[src/rtl/led_seq_ctrl.sv]
// LED bank sequencer: steps an 8-LED pattern at a prescaled rate, with run/pause/mode-change arbitration.
// Define LED_SEQ_ACTIVE_LOW_EN to drive oLED inverted for active-low boards.
module led_seq_ctrl #(
  parameter int DIV   = 25_000_000,
  parameter int CNT_W = 25
) (
  input  logic       iCLK,
  input  logic       iRST_N,
  input  logic       iEN,
  input  logic       iPAUSE,
  input  logic [1:0] iMODE,
  input  logic       iMODE_VALID,
  output logic       oMODE_ACK,
  output logic       oSTEP,
  output logic [7:0] oLED,
  output logic [1:0] oDBG_STATE
);

  // Mode handshake: a request is taken when iMODE_VALID=1 and oMODE_ACK=0;
  // the ack pulses for one cycle and the requester drops valid after seeing it.

  typedef enum logic [1:0] {S_IDLE = 2'd0, S_RUN = 2'd1, S_HOLD = 2'd2} state_e;

`ifdef LED_SEQ_ACTIVE_LOW_EN
  localparam logic [7:0] LED_XOR = 8'hFF;
`else
  localparam logic [7:0] LED_XOR = 8'h00;
`endif

  localparam logic [CNT_W-1:0] CNT_MAX = CNT_W'(DIV - 1);
  localparam logic [CNT_W-1:0] CNT_ONE = CNT_W'(1);

  state_e           state_q, state_d;
  logic [1:0]       mode_q, mode_d;
  logic [CNT_W-1:0] cnt_q, cnt_d;
  logic             dir_q, dir_d;   // 0 = left, 1 = right
  logic [7:0]       pat_q, pat_d;
  logic [7:0]       led_q, led_d;
  logic             ack_q, ack_d;
  logic             step_q, step_d;
  logic             accept;
  logic             tick;

  function automatic logic [7:0] seed(input logic [1:0] m);
    return (m == 2'd0 || m == 2'd1) ? 8'h01 : 8'h00;
  endfunction

  assign accept = iMODE_VALID && !ack_q;
  assign tick   = (cnt_q == CNT_MAX);

  always_comb begin
    state_d = state_q;
    mode_d  = mode_q;
    cnt_d   = cnt_q;
    dir_d   = dir_q;
    pat_d   = pat_q;
    ack_d   = 1'b0;
    step_d  = 1'b0;
    case (state_q)
      S_IDLE: begin
        cnt_d = '0;
        pat_d = 8'h00;
        dir_d = 1'b0;
        if (accept) begin
          mode_d = iMODE;
          ack_d  = 1'b1;
        end
        if (iEN) begin
          state_d = S_RUN;
          pat_d   = seed(mode_d);
        end
      end
      default: begin
        if (!iEN) begin
          state_d = S_IDLE;
          cnt_d   = '0;
          dir_d   = 1'b0;
          pat_d   = 8'h00;
        end else if (accept) begin
          // A new mode restarts the period and clears any pause.
          state_d = S_RUN;
          mode_d  = iMODE;
          ack_d   = 1'b1;
          cnt_d   = '0;
          dir_d   = 1'b0;
          pat_d   = seed(iMODE);
        end else if (state_q == S_RUN) begin
          cnt_d = tick ? '0 : cnt_q + CNT_ONE;
          if (tick) begin
            step_d = 1'b1;
            case (mode_q)
              2'd0: pat_d = {pat_q[6:0], pat_q[7]};
              2'd1: begin
                if (!dir_q && pat_q == 8'h80) begin
                  dir_d = 1'b1;
                  pat_d = 8'h40;
                end else if (dir_q && pat_q == 8'h01) begin
                  dir_d = 1'b0;
                  pat_d = 8'h02;
                end else begin
                  pat_d = dir_q ? (pat_q >> 1) : (pat_q << 1);
                end
              end
              2'd2:    pat_d = ~pat_q;
              default: pat_d = pat_q + 8'd1;
            endcase
          end
          if (iPAUSE) state_d = S_HOLD;
        end else begin
          if (!iPAUSE) state_d = S_RUN;
        end
      end
    endcase
    led_d = pat_d ^ LED_XOR;
  end

  always_ff @(posedge iCLK or negedge iRST_N) begin
    if (!iRST_N) begin
      state_q <= S_IDLE;
      mode_q  <= 2'd0;
      cnt_q   <= '0;
      dir_q   <= 1'b0;
      pat_q   <= 8'h00;
      led_q   <= LED_XOR;
      ack_q   <= 1'b0;
      step_q  <= 1'b0;
    end else begin
      state_q <= state_d;
      mode_q  <= mode_d;
      cnt_q   <= cnt_d;
      dir_q   <= dir_d;
      pat_q   <= pat_d;
      led_q   <= led_d;
      ack_q   <= ack_d;
      step_q  <= step_d;
    end
  end

  assign oMODE_ACK  = ack_q;
  assign oSTEP      = step_q;
  assign oLED       = led_q;
  assign oDBG_STATE = state_q;

endmodule

[config.mk]
export PLATFORM = sky130hd
export DESIGN_NAME = led_seq_ctrl
export DESIGN_NICKNAME = d
export VERILOG_FILES = /design/src/rtl/led_seq_ctrl.sv
export SDC_FILE = /design/constraint.sdc
export NUM_CORES = 1
export LEC_CHECK = 0
export CORE_ASPECT_RATIO = 1.4
export CORE_UTILIZATION = 60
export DETAILED_ROUTE_END_ITERATION = 10
export GPL_ROUTABILITY_DRIVEN = 0
export GPL_TIMING_DRIVEN = 0
export PLACE_DENSITY_LB_ADDON = 0.1
export SLEW_MARGIN = 20
export SYNTH_ARGS = -nofsm -noshare
export SYNTH_HDL_FRONTEND = slang
export SYNTH_SLANG_ARGS = --single-unit
[constraint.sdc]
create_clock -name iCLK -period 3.1 [get_ports iCLK]
set_clock_uncertainty 0.05 [all_clocks]
set_input_delay 0.62 -clock iCLK [delete_from_list [all_inputs] [get_ports iCLK]]
set_output_delay 0.62 -clock iCLK [all_outputs]
set_load 0.02 [all_outputs]
==> impl_metrics.prom <==
# TYPE chip_impl_metric gauge
chip_impl_info{name="outcome",value="complete, no violations"} 1
chip_impl_metric{name="design.die.area",unit="um2"} 4380
chip_impl_metric{name="synthesis.yosys.warnings",unit=""} 0
chip_impl_metric{name="num_io_pins",unit=""} 19
chip_impl_metric{name="grt_util_all_layers",unit="%"} 28.4
chip_impl_metric{name="rows",unit=""} 27
chip_impl_metric{name="rrSetupSlack",unit="ns"} 0.97
chip_impl_metric{name="timing.critical_path.fanout_max",unit=""} 8
chip_impl_metric{name="maximum_number_of_pins_on_one_net_before_global_route_repair",unit=""} 33
chip_impl_metric{name="power.density_cell_area",unit="nW/um2"} 404
chip_impl_metric{name="final_hold_viol_count",unit=""} 0
chip_impl_metric{name="timing.final.max_slew_violations",unit=""} 0
chip_impl_metric{name="netSwitchingPower",unit="uW"} 305
chip_impl_metric{name="synth_top_area_share",unit="%"} 40.5
chip_impl_metric{name="route.vias.total",unit=""} 2182
chip_impl_metric{name="final_antenna_net_count",unit=""} 0
chip_impl_metric{name="max_cap_viol_count",unit=""} 0
chip_impl_metric{name="postLayoutCoreUtil",unit="%"} 71.3
chip_impl_metric{name="dp_worst_setup_slack",unit="ns"} 0.423
chip_impl_metric{name="buffer_count_from_post_cts_setup_fixing",unit=""} 0
chip_impl_metric{name="number_of_enable_flip_flop_cells_after_synthesis",unit=""} 0
chip_impl_info{name="r2r_start",value="oDBG_STATE[1]$_DFFE_PN0P_"} 1
chip_impl_info{name="end_kind",value="register"} 1
chip_impl_info{name="clk_root_buffer_cell",value="sky130_fd_sc_hd__clkbuf_8"} 1
chip_impl_metric{name="clk_pin_slew",unit="ns"} 0.08
chip_impl_metric{name="share_comb_of_total_power",unit="%"} 15.0
chip_impl_metric{name="totalPowerFinal",unit="mW"} 1.14
chip_impl_metric{name="netlist_area",unit="um2"} 2470
chip_impl_metric{name="worst_skew_pair.late_latency",unit="ns"} 0.30
chip_impl_metric{name="place.port_buffers",unit=""} 17
chip_impl_metric{name="grt_first_pass_wirelength",unit="um"} 9720
chip_impl_metric{name="antenna_cells_inserted",unit=""} 0
chip_impl_metric{name="netlist-cell-type-count",unit=""} 54
chip_impl_metric{name="design_area",unit="um2"} 2820
chip_impl_metric{name="clock_tree.htree_level_count",unit=""} 2
chip_impl_info{name="startpoint_type",value="input pin"} 1
chip_impl_metric{name="vias_per_cell",unit=""} 6.32
chip_impl_metric{name="asyncSetResetFlopFracSynth",unit="%"} 100
chip_impl_metric{name="post_route_cells_drive_above_1_share",unit="%"} 7.28
chip_impl_metric{name="core_ar",unit="um2"} 3950
chip_impl_metric{name="wp_data_required",unit="ns"} 3.23
chip_impl_info{name="postSynth.topFlopCell",value="sky130_fd_sc_hd__dfrtp_1"} 1
chip_impl_metric{name="static-leakage-power",unit="nW"} 1.14
chip_impl_metric{name="fraction_of_the_yosys_area_taken_by_sequential_cells",unit="%"} 40.5
chip_impl_metric{name="postRouteWirelength",unit="um"} 5710
chip_impl_metric{name="initialDrtViolationCount",unit=""} 166
chip_impl_metric{name="start_util",unit="%"} 62.5
chip_impl_metric{name="max_freq",unit="MHz"} 422
chip_impl_metric{name="cts.hold.buffers_added",unit=""} 0
chip_impl_info{name="cts_tree",value="built"} 1
chip_impl_info{name="synth_area_leader_cell",value="sky130_fd_sc_hd__dfrtp_1"} 1
chip_impl_metric{name="clock-sinks",unit=""} 40
chip_impl_metric{name="post-dp-hpwl",unit="um"} 4120
chip_impl_metric{name="pwr-share-seq",unit="%"} 47.7
chip_impl_metric{name="maxSlewHeadroom",unit="%"} 42.7
chip_impl_metric{name="final_setup_margin",unit="ns"} 0.733
chip_impl_metric{name="worst-slew-pin-transition",unit="ns"} 0.856
chip_impl_metric{name="power_frac_clock",unit="%"} 37.3
chip_impl_metric{name="clock_tree.buffer_depth",unit=""} 2
chip_impl_metric{name="period_needed",unit="ns"} 2.37
chip_impl_metric{name="placed_area",unit="um2"} 2710
chip_impl_metric{name="cp_data_arrival_time",unit="ns"} 2.49
chip_impl_metric{name="post_synth.cell_area_avg",unit="um2"} 8.95
chip_impl_metric{name="number_of_buffers_inserted_during_clock_tree_synthesis",unit=""} 5
chip_impl_metric{name="final.period_utilization",unit="%"} 76.4
chip_impl_metric{name="globalRouteOverflowTotal",unit=""} 0
chip_impl_metric{name="final_stage_net_count",unit=""} 312
chip_impl_metric{name="synthesis.nets",unit=""} 287
chip_impl_info{name="rsz0062_at_grt",value="no"} 1
chip_impl_metric{name="die_width",unit="um"} 56.2
chip_impl_metric{name="power.share.switching",unit="%"} 26.8
chip_impl_info{name="synth.area.top_cells",value="sky130_fd_sc_hd__dfrtp_1 41%, sky130_fd_sc_hd__xor2_1 5.3%, sky130_fd_sc_hd__nor2_1 4.9%"} 1
chip_impl_metric{name="power.internal",unit="uW"} 834
chip_impl_metric{name="fin_tns_setup",unit="ns"} 0
chip_impl_metric{name="ys_seq_elements",unit=""} 40
chip_impl_metric{name="finalSetupViolations",unit=""} 0
chip_impl_metric{name="worst-r2r-cell-count",unit=""} 6
chip_impl_metric{name="first_global_vias",unit=""} 2109
chip_impl_metric{name="detail_route.wl_per_cell",unit="um"} 16.5
chip_impl_metric{name="post_cts_resized",unit=""} 0
chip_impl_metric{name="drt_first_pass_iters",unit=""} 4
chip_impl_metric{name="layout-area-overhead-vs-synth",unit="%"} 14.0
chip_impl_metric{name="num-fill-cells",unit=""} 319
chip_impl_info{name="criticalPathCategory",value="input pin to register"} 1
chip_impl_metric{name="vdd.ir_drop.worst",unit="mV"} 0.365
chip_impl_metric{name="floorplan.die.height",unit="um"} 77.9
chip_impl_info{name="holdCritPathClass",value="input pin to asynchronous set/reset pin"} 1
chip_impl_metric{name="antenna_found_initial",unit=""} 0
chip_impl_metric{name="drc_errors",unit=""} 0
chip_impl_metric{name="syn_inst_count",unit=""} 276
chip_impl_info{name="critical_path.reg2reg.endpoint",value="cnt_q[14]$_DFFE_PN0P_"} 1
==> cell type report <==
cell class / instances / area, um2 / area share (%)
Tap cell: 43 / 53.8 / 1.91
Timing Repair Buffer: 18 / 185 / 6.57
Multi-Input combinational cell: 213 / 1370 / 48.7
Clock inverter: 2 / 35.0 / 1.24
Buffer: 12 / 55.1 / 1.95
Clock buffer: 6 / 72.6 / 2.58
Inverter: 11 / 41.3 / 1.47
Sequential cell: 40 / 1000 / 35.5
==> cell usage after synthesis, types with 3 or more instances <==
cell type / n
sky130_fd_sc_hd__dfrtp_1: 40
sky130_fd_sc_hd__nor2_1: 32
sky130_fd_sc_hd__nand2_1: 24
sky130_fd_sc_hd__nand3_1: 23
sky130_fd_sc_hd__xor2_1: 15
sky130_fd_sc_hd__o21ai_0: 12
sky130_fd_sc_hd__inv_1: 11
sky130_fd_sc_hd__nand4_1: 10
sky130_fd_sc_hd__clkbuf_1: 8
sky130_fd_sc_hd__xnor2_1: 8
sky130_fd_sc_hd__a31oi_1: 7
sky130_fd_sc_hd__and3_1: 7
sky130_fd_sc_hd__nor4_1: 7
sky130_fd_sc_hd__a21oi_1: 5
sky130_fd_sc_hd__and4_1: 4
sky130_fd_sc_hd__ha_1: 4
sky130_fd_sc_hd__nor2b_1: 4
sky130_fd_sc_hd__and2_1: 3
sky130_fd_sc_hd__mux2i_1: 3
sky130_fd_sc_hd__nor3_1: 3
sky130_fd_sc_hd__o21ai_1: 3
==> cells in the final DEF, fill, tap and decap left out, types with 2 or more instances in the layout <==
cell type                         netlist  routed
sky130_fd_sc_hd__clkbuf_8               0       5
sky130_fd_sc_hd__clkbuf_1               8       9
sky130_fd_sc_hd__buf_4                  2       2
sky130_fd_sc_hd__xnor2_1                8       8
sky130_fd_sc_hd__inv_1                 11      11
sky130_fd_sc_hd__nand3b_1               2       2
sky130_fd_sc_hd__nand2_1               24      24
sky130_fd_sc_hd__nor4_1                 7       7
sky130_fd_sc_hd__nand4_1               10      10
sky130_fd_sc_hd__xor2_1                15      15
sky130_fd_sc_hd__nand3_1               23      23
sky130_fd_sc_hd__a2111oi_0              2       2
sky130_fd_sc_hd__clkdlybuf4s50_1        0      16
sky130_fd_sc_hd__mux2_2                 2       2
sky130_fd_sc_hd__and2_1                 3       3
sky130_fd_sc_hd__dfrtp_1               40      40
sky130_fd_sc_hd__and3_1                 7       7
sky130_fd_sc_hd__nor2b_1                4       4
sky130_fd_sc_hd__buf_2                  2       3
sky130_fd_sc_hd__o21ai_1                3       3
sky130_fd_sc_hd__and4_1                 4       4
sky130_fd_sc_hd__or3_1                  2       2
sky130_fd_sc_hd__o31ai_1                2       2
sky130_fd_sc_hd__nand4b_1               2       2
sky130_fd_sc_hd__o21ai_0               12      12
sky130_fd_sc_hd__nor3_1                 3       3
sky130_fd_sc_hd__a31oi_1                7       7
sky130_fd_sc_hd__a21oi_1                5       5
sky130_fd_sc_hd__o21a_1                 2       2
sky130_fd_sc_hd__nor2_1                32      32
sky130_fd_sc_hd__ha_1                   4       4
sky130_fd_sc_hd__a22oi_1                2       2
sky130_fd_sc_hd__mux2i_1                3       3
==> registers in the layout (all words and copies together) (netlist names), named ones only <==
register	cells
mode_q	1
oSTEP	1
dir_q	1
oMODE_ACK	1
oDBG_STATE	2
cnt_q	25
oLED	8
==> cell families (layout without fill, tap and decap cells) <==
kind of cell | after synthesis | after routing | synth area share (%)
xor+xnor | 23 | 23 | 8.16
compound gates | 49 | 49 | 13.8
flops | 40 | 40 | 40.5
simple gates | 132 | 132 | 29.5
fa+ha+maj | 4 | 4 | 2.03
mux | 5 | 5 | 2.13
buf+inv | 23 | 49 | 3.90
==> critical path, cell delays in order <==
cell and delay, ns:
sky130_fd_sc_hd__clkdlybuf4s50_1 0.48, sky130_fd_sc_hd__nand2b_1 0.06, sky130_fd_sc_hd__clkbuf_1 0.18, sky130_fd_sc_hd__a31oi_1 0.70
sky130_fd_sc_hd__nand4_1 0.22, sky130_fd_sc_hd__xor2_1 0.19, sky130_fd_sc_hd__nor2_1 0.05
==> power groups by stage <==
stage | Combinational, mW | Sequential (mW) | Clock, mW
2_1_floorplan | 0.106 | 0.557 | 0
3_3_place_gp | 0.165 | 0.553 | 0
3_5_place_dp | 0.170 | 0.554 | 0
4_1_cts | 0.171 | 0.544 | 0.431
5_1_grt | 0.191 | 0.545 | 0.447
6_report | 0.171 | 0.543 | 0.424
==> through the flow <==
stage / cells / hold slack, ns
6_report: 345 / 0.118
3_5_place_dp: 337 / 0.446
4_1_cts: 345 / 0.124
3_3_place_gp: 336 / 0.492
5_1_grt: 345 / 0.125
2_1_floorplan: 276 / 0.274
==> per-layer routing <==
metal | share of wire, % | wire (um) | global-route usage, %
met1 | 40 | 2310 | 32.7
met3 | 2.9 | 165 | 4.67
met5 | 0 | 0 | 0
met2 | 54 | 3070 | 51.1
met4 | 2.9 | 167 | 12.4
==> worst max-delay path by stage <==
stage / start / endpoint / depth (start not counted)
global placement: iRST_N / cnt_q[14]$_DFFE_PN0P_ / 1
CTS: iMODE_VALID / cnt_q[13]$_DFFE_PN0P_ / 7
detailed placement: iMODE_VALID / cnt_q[19]$_DFFE_PN0P_ / 7
finish: iMODE_VALID / cnt_q[13]$_DFFE_PN0P_ / 7
floorplan: iMODE_VALID / dir_q$_DFFE_PN0P_ / 7
global route: iMODE_VALID / cnt_q[21]$_DFFE_PN0P_ / 7
Note: power is estimated with default switching activity, not from simulation.
